--- src/rtl/spi_slave_i.sv ---
// spi_slave_i: oversampling SPI slave that recovers DAC frames (SYNC/SCLK/SDI)
// and flags short (abort) and long (overflow) frames.
`default_nettype none

module spi_slave_i #(
  parameter int DATA_WIDTH  = 24,
  parameter int CODE_WIDTH  = 16,
  parameter int SYNC_STAGES = 2,
  parameter int CNT_WIDTH   = 16
) (
  input  logic                  clk_i,
  input  logic                  rst_ni,
  input  logic                  sync_i,
  input  logic                  sclk_i,
  input  logic                  sdi_i,
  output logic [DATA_WIDTH-1:0] data_o,
  output logic [CODE_WIDTH-1:0] code_o,
  output logic                  valid_o,
  output logic                  abort_o,
  output logic                  ovf_o,
  output logic                  busy_o,
  output logic [CNT_WIDTH-1:0]  frame_cnt_o
);

  localparam int BC_W = $clog2(DATA_WIDTH + 1);

  localparam logic [1:0] S_IDLE  = 2'd0;
  localparam logic [1:0] S_SHIFT = 2'd1;
  localparam logic [1:0] S_DONE  = 2'd2;

  logic [SYNC_STAGES-1:0] sclk_sr, sync_sr, sdi_sr;
  logic                   sclk_s, sync_s, sdi_s;
  logic                   sclk_q, sync_q;
  logic                   sclk_fall_r, sync_fall_r, sync_rise_r, sdi_r;

  logic [1:0]             state, state_next;
  logic [BC_W-1:0]        bit_cnt;
  logic [DATA_WIDTH-1:0]  shreg, shift_next;
  logic [CNT_WIDTH-1:0]   frame_cnt;

  logic                   last_bit, do_shift, frame_done, abort_next, ovf_next;

  // Identical chains keep sclk/sync/sdi aligned; cleared to the bus idle level.
  always_ff @(posedge clk_i) begin
    if (!rst_ni) begin
      sclk_sr <= '1;
      sync_sr <= '1;
      sdi_sr  <= '0;
      sclk_q  <= 1'b1;
      sync_q  <= 1'b1;
    end else begin
      sclk_sr <= {sclk_sr[SYNC_STAGES-2:0], sclk_i};
      sync_sr <= {sync_sr[SYNC_STAGES-2:0], sync_i};
      sdi_sr  <= {sdi_sr[SYNC_STAGES-2:0], sdi_i};
      sclk_q  <= sclk_s;
      sync_q  <= sync_s;
    end
  end

  assign sclk_s = sclk_sr[SYNC_STAGES-1];
  assign sync_s = sync_sr[SYNC_STAGES-1];
  assign sdi_s  = sdi_sr[SYNC_STAGES-1];

  always_ff @(posedge clk_i) begin
    if (!rst_ni) begin
      sclk_fall_r <= 1'b0;
      sync_fall_r <= 1'b0;
      sync_rise_r <= 1'b0;
      sdi_r       <= 1'b0;
    end else begin
      sclk_fall_r <= sclk_q & ~sclk_s;
      sync_fall_r <= sync_q & ~sync_s;
      sync_rise_r <= ~sync_q & sync_s;
      sdi_r       <= sdi_s;
    end
  end

  always_ff @(posedge clk_i) begin
    if (!rst_ni) state <= S_IDLE;
    else         state <= state_next;
  end

  assign last_bit = (bit_cnt == BC_W'(DATA_WIDTH - 1));

  // A coincident sclk fall is handled before sync rise; a completing bit wins.
  always_comb begin
    state_next = state;
    case (state)
      S_IDLE:  if (sync_fall_r) state_next = S_SHIFT;
      S_SHIFT: begin
        if (sync_rise_r)                   state_next = S_IDLE;
        else if (sclk_fall_r && last_bit)  state_next = S_DONE;
      end
      S_DONE:  if (sync_rise_r) state_next = S_IDLE;
      default: state_next = S_IDLE;
    endcase
  end

  always_comb begin
    do_shift   = (state == S_SHIFT) && sclk_fall_r;
    frame_done = do_shift && last_bit;
    abort_next = (state == S_SHIFT) && sync_rise_r && !frame_done;
    ovf_next   = (state == S_DONE) && sclk_fall_r;
    shift_next = {shreg[DATA_WIDTH-2:0], sdi_r};
  end

  always_ff @(posedge clk_i) begin
    if (!rst_ni) begin
      bit_cnt   <= '0;
      shreg     <= '0;
      data_o    <= '0;
      code_o    <= '0;
      frame_cnt <= '0;
      valid_o   <= 1'b0;
      abort_o   <= 1'b0;
      ovf_o     <= 1'b0;
      busy_o    <= 1'b0;
    end else begin
      valid_o <= frame_done;
      abort_o <= abort_next;
      ovf_o   <= ovf_next;
      busy_o  <= (state_next != S_IDLE);
      if (state == S_IDLE && sync_fall_r) bit_cnt <= '0;
      if (do_shift) begin
        shreg   <= shift_next;
        bit_cnt <= bit_cnt + BC_W'(1);
      end
      if (frame_done) begin
        data_o    <= shift_next;
        code_o    <= shift_next[CODE_WIDTH-1:0];
        frame_cnt <= frame_cnt + CNT_WIDTH'(1);
      end
    end
  end

  assign frame_cnt_o = frame_cnt;

endmodule

`default_nettype wire
--- config.mk ---
export PLATFORM = sky130hd
export DESIGN_NAME = spi_slave_i
export DESIGN_NICKNAME = d
export VERILOG_FILES = /design/src/rtl/spi_slave_i.sv
export SDC_FILE = /design/constraint.sdc
export NUM_CORES = 1
export LEC_CHECK = 0
export BUFFER_PORTS_ARGS = -buffer_cell sky130_fd_sc_hd__buf_4
export CAP_MARGIN = 20
export CELL_PAD_IN_SITES_DETAIL_PLACEMENT = 1
export CELL_PAD_IN_SITES_GLOBAL_PLACEMENT = 1
export CORE_MARGIN = 2
export CORE_UTILIZATION = 43
export CTS_BUF_LIST = sky130_fd_sc_hd__clkbuf_16
export DETAILED_ROUTE_END_ITERATION = 8
export GPL_TIMING_DRIVEN = 0
export MAX_ROUTING_LAYER = met4
export PLACE_DENSITY = 0.94
export REMOVE_ABC_BUFFERS = 1
export SLEW_MARGIN = 20
export SYNTH_ARGS = -nofsm -noshare
export SYNTH_HDL_FRONTEND = slang
export SYNTH_SLANG_ARGS = --single-unit
--- constraint.sdc ---
create_clock -name clk_i -period 3.9 [get_ports clk_i]
set_input_delay 0.78 -clock clk_i [delete_from_list [all_inputs] [get_ports clk_i]]
set_output_delay 0.78 -clock clk_i [all_outputs]
set_load 0.02 [all_outputs]
Yosys cells after proc, flatten, opt, wreduce, memory -nomap -nowiden --
Index checks and enable logic that the tools add are counted.
Word-level totals: flip-flop bits (word level) 102, input port bits 5
Cells by class: add/subtract/negate cells 2, eq/ne operators 3, mux-type cells 7, bitwise operators 6, reduce and logical (&&, ||, !) cells 11
Operators by type and width (number):
- $add 16x1->16 const B | 1
- $mux 5 | 2
- $mux 2 | 4
- $logic_and 1x1->1 | 7
- $pmux 2 s3 | 1
- $add 5x1->5 const B | 1
- $eq 5x5->1 const B | 1
- $reduce_bool 2->1 | 2
- $and 1x1->1 | 3
- $not 1->1 | 3
- $eq 2x1->1 const B | 1
- $eq 2x2->1 const B | 1
- $logic_not 2->1 | 1
- $logic_not 1->1 | 1

Depth between registers and ports, before layout --
word-level depth 6, depth in mapped cells 6, gate-level depth less buffers 5

Worst setup path before layout --
No wires, ideal clock.
kind register to register, start point register bit_cnt[0], end point register frame_cnt[14], in the netlist frame_cnt_o[14], arrival time 1928 ps, setup slack 1901 ps, cell stages (with the launch flop) 7, buffers on the path 1, period minus slack after synthesis 1999 ps, cells stage by stage dfxtp_1 ha_1 nand4b_2 or4_1 buf_2 or4_1 a21oi_1
On the way: cells in the longest elaborated chain, start to end 2
RTL lines:
- start, declared | line 37 | logic [BC_W-1:0] bit_cnt;
- start signal, assigned | line 126 | bit_cnt <= bit_cnt + BC_W'(1);
- $eq 5x5->1 | line 83 | assign last_bit = (bit_cnt == BC_W'(DATA_WIDTH - 1));
- $logic_and 1x1->1 | line 101 | frame_done = do_shift && last_bit;
- end signal, assigned | line 131 | frame_cnt <= frame_cnt + CNT_WIDTH'(1);
- end, declared | line 39 | logic [CNT_WIDTH-1:0] frame_cnt;
No other way between the ends. A chain may end at the register's enable or synchronous reset.

Final worst setup path --
start point register state[0], end point register data_o[7]
On the way: cells in the longest elaborated chain, start to end 3
RTL lines:
- start, declared | line 36 | logic [1:0] state, state_next;
- start signal, assigned | line 80 | else state <= state_next;
- $eq 2x1->1 | line 100 | do_shift = (state == S_SHIFT) && sclk_fall_r;
- $logic_and 1x1->1 | line 100
- $logic_and 1x1->1 | line 101
- end signal, assigned | line 129 | data_o <= shift_next;
- end, declared | line 16 | output logic [DATA_WIDTH-1:0] data_o,
No other way between the ends.

==> results.md <==
* Status: complete, no violations
* Gp weighted congestion at 0.6813
* Sequential element share of the synthesized area at 0.5340
* Max clock buf depth at 2
* Avg Cell Area, Syn at 8.332 µm²
* Vias in the first global route at 2729
* Clock Latency Late Sink at approximately 340 ps
* Most common cell after layout, fill and taps aside: nand2_1
* Reg clk slew, reported paths at 60 ps
* Clock sink count at 86
* Static Leakage at approximately 1.5 nW
* Final wirelength at 7410 µm
* Layout net count at ~440
* Comb power frac at 0.017
* P per Cell Area at 432.0 nW/µm²
* Overflow after GRT at 0
* Final setup fails at 0
* Core Box Area at between 7000 and 8000 µm²
* Maximum number of pins on one net before global-route repair at between 40 and 50
* Post-DR wirelength/cell at 13.93 µm
* CTS H-Tree Depth at 3
* First-pass GRT wire length at around 13000 µm
* Max rail drop VDD at ~0.23 mV
* Crit path DAT at 2880 ps
* Via density at roughly 5.1
* Synth Cell Area at 3224 µm²
* Startpoint Class: flop
* Vias at approximately 2700
* Fraction of layout cells with a size suffix above 1 at 0.1963
* Setup TNS at 0 ps
* Most frequent cells in the layout: 110 x nand2_1, 86 x dfxtp_1, 64 x buf_4
* Initial Utilization at 0.4445
* Endpoints failing hold at 0
* Post-synth top area share at 0.5340
* Fin crit period at 2653 ps
* Die height at 90.60 µm
* Final Max Slew Viols at 0
* Setup slack, reg-to-reg at 1250 ps
* Synth Instances at 387
* Achievable Freq at 376.9 MHz
* # IOs at 65
* Fin util at 0.5439
* Sequential Power Share at 0.520
* DR iter-0 viols at just over 100
* R2R cell count at 4
* Post-place setup slack at 1204 ps
* Setup WS post-layout at 1247 ps
* Synth-to-Final Area Change at 22.35%
* CTS buffer count at 9
* Hold endpoint: sclk_fall_r
* Synth Register Bits at 86
* CTS tree: yes
* Hold Buf Count CTS at 0
* Fin crit share at 0.6802
* Drt drc at 0
* Min-Delay Path Class: flop to flop
* Die Wd at 90.60 µm
* Clock power frac at 0.464
* Internal power at ~1.3 mW
* Die ar. at around 8200 µm²
* Critical path fanouts, max at 30
* Final clock skew at 7.625 ps
* DRT Pass-1 Iters at 4
* CP Capture Type: flop
* Initial antenna violation count at 0
* Unrepaired setup endpoints after global routing: false
* Post-CTS Resized at 0
* Postcts setup bufs at 0
* Worst Hold Depth at 2
* P_sw at between 300 and 400 µW
* DP HPWL at 4908 µm
* Relative slew slack at 0.2938
* CP required at 4130 ps
* Final Total Pwr at 1.704 mW
* Synth area leader: dfxtp_1
* Synth cell types at 37
* Worst reg2reg path endpoint: data_o[7]
* Sw frac at 0.2227
* YS warnings at 0
* Hold path startpoint: sclk_q
* Row count at 31
* RR Startpoint: state[0]
* Port Buffer Count at 64
* N_diodes at 0
* MaxCap Viol Count at 0
* Detail Route Antenna Nets at 0
* Worst Tran Pin Value at 1059 ps
* Dominant cells by area after synthesis: dfxtp_1 53%, nand2_1 13%, a21oi_1 8.7%, buf_4 3.7%, nand2b_1 2.1%
* Crit Path Class: flop to flop
* Total GRT Usage at 0.1964
* Clock root cell: clkbuf_16
## power groups by stage
stage | logic, mW | registers [mW] | clock network, mW
4_1_cts | 0.0287 | 0.886 | 0.795
3_5_place_dp | 0.0285 | 0.905 | 0
3_3_place_gp | 0.0248 | 0.905 | 0
2_1_floorplan | 0.0138 | 0.905 | 0
6_report | 0.0282 | 0.886 | 0.790
5_1_grt | 0.0313 | 0.885 | 0.850
## final cells by class
type,instances,area [µm²]
fillers,885,3308
multi-input cells,258,1287
clock inverters,7,48.80
inverters,7,26.28
clock buffers,9,225.2
well taps,99,123.9
repair buffers,66,511.7
flip-flops and latches,86,1722
## logic make-up after synthesis
| group | Yosys count | share of synthesized area |
|---|---|---|
| and+or+nand+nor | 175 | 0.2437 |
| DFF | 86 | 0.5340 |
| AOI/OAI and AO/OA | 72 | 0.1199 |
| buffers and inverters | 43 | 0.06907 |
| xor gates and xnor gates | 6 | 0.01630 |
| muxes | 3 | 0.009314 |
| adders and majority gates | 2 | 0.007760 |
## registers in the layout (all words and copies together), names as in the netlist, 2 cells and up
signal and cells:
shreg 23, sclk_sr 2, state 2, bit_cnt 5
sdi_sr 2, sync_sr 2, data_o 24, frame_cnt_o 16
## metrics by stage
step / hold WS (ps) / cell area (µm²) / cells
CTS: 410.5 / 3945 / 532
global placement: 388.0 / 3632 / 514
floorplan: 386.3 / 3028 / 351
finish: 405.1 / 3945 / 532
global route: 429.2 / 3945 / 532
detailed placement: 395.4 / 3671 / 516
## per-layer routing
layer / GRT usage / vias up / routed length (µm)
met5: - / - / 0
li1: - / 1344 / -
met3: 0.04674 / 16 / 356
met1: 0.2165 / 1291 / 3100
met2: 0.3383 / 64 / 3796
met4: 0.08462 / 0 / 156
## synthesized netlist by cell type
master	n
nand2_1	110
dfxtp_1	86
a21oi_1	56
clkbuf_1	18
nor2_1	18
buf_4	16
nand2b_1	11
nand3_1	8
inv_1	7
nor3_1	5
nand4_1	4
xnor2_1	4
a21o_1	3
and2_1	3
mux2i_1	3
o21ai_0	3
or4_1	3
a31oi_1	2
and3_1	2
ha_1	2
nand3b_1	2
nor2b_1	2
o21ai_1	2
o31ai_1	2
or3_1	2
xor2_1	2
a211oi_1	1
a21boi_0	1
a22oi_1	1
and3b_1	1
and4b_1	1
buf_1	1
buf_2	1
nand4b_2	1
nor4_1	1
nor4_2	1
o32ai_1	1
## critical path, cell delays in order (launching register included)
cell     delay [ps]
dfxtp_1         420
and3b_1         900
nand2_1         850
nand2_1         290
a21oi_1          90
## how the worst max path moves through the flow
| stage | from | end | depth (start not counted) |
|---|---|---|---|
| after floorplan | state[1] | busy_o | 4 |
| after global placement | state[0] | busy_o | 4 |
| after detailed placement | state[0] | data_o[17] | 4 |
| after CTS | state[0] | data_o[7] | 4 |
| after global routing | state[0] | data_o[9] | 4 |
| final | state[0] | data_o[7] | 4 |
Note: power is estimated with default switching activity, not from simulation.
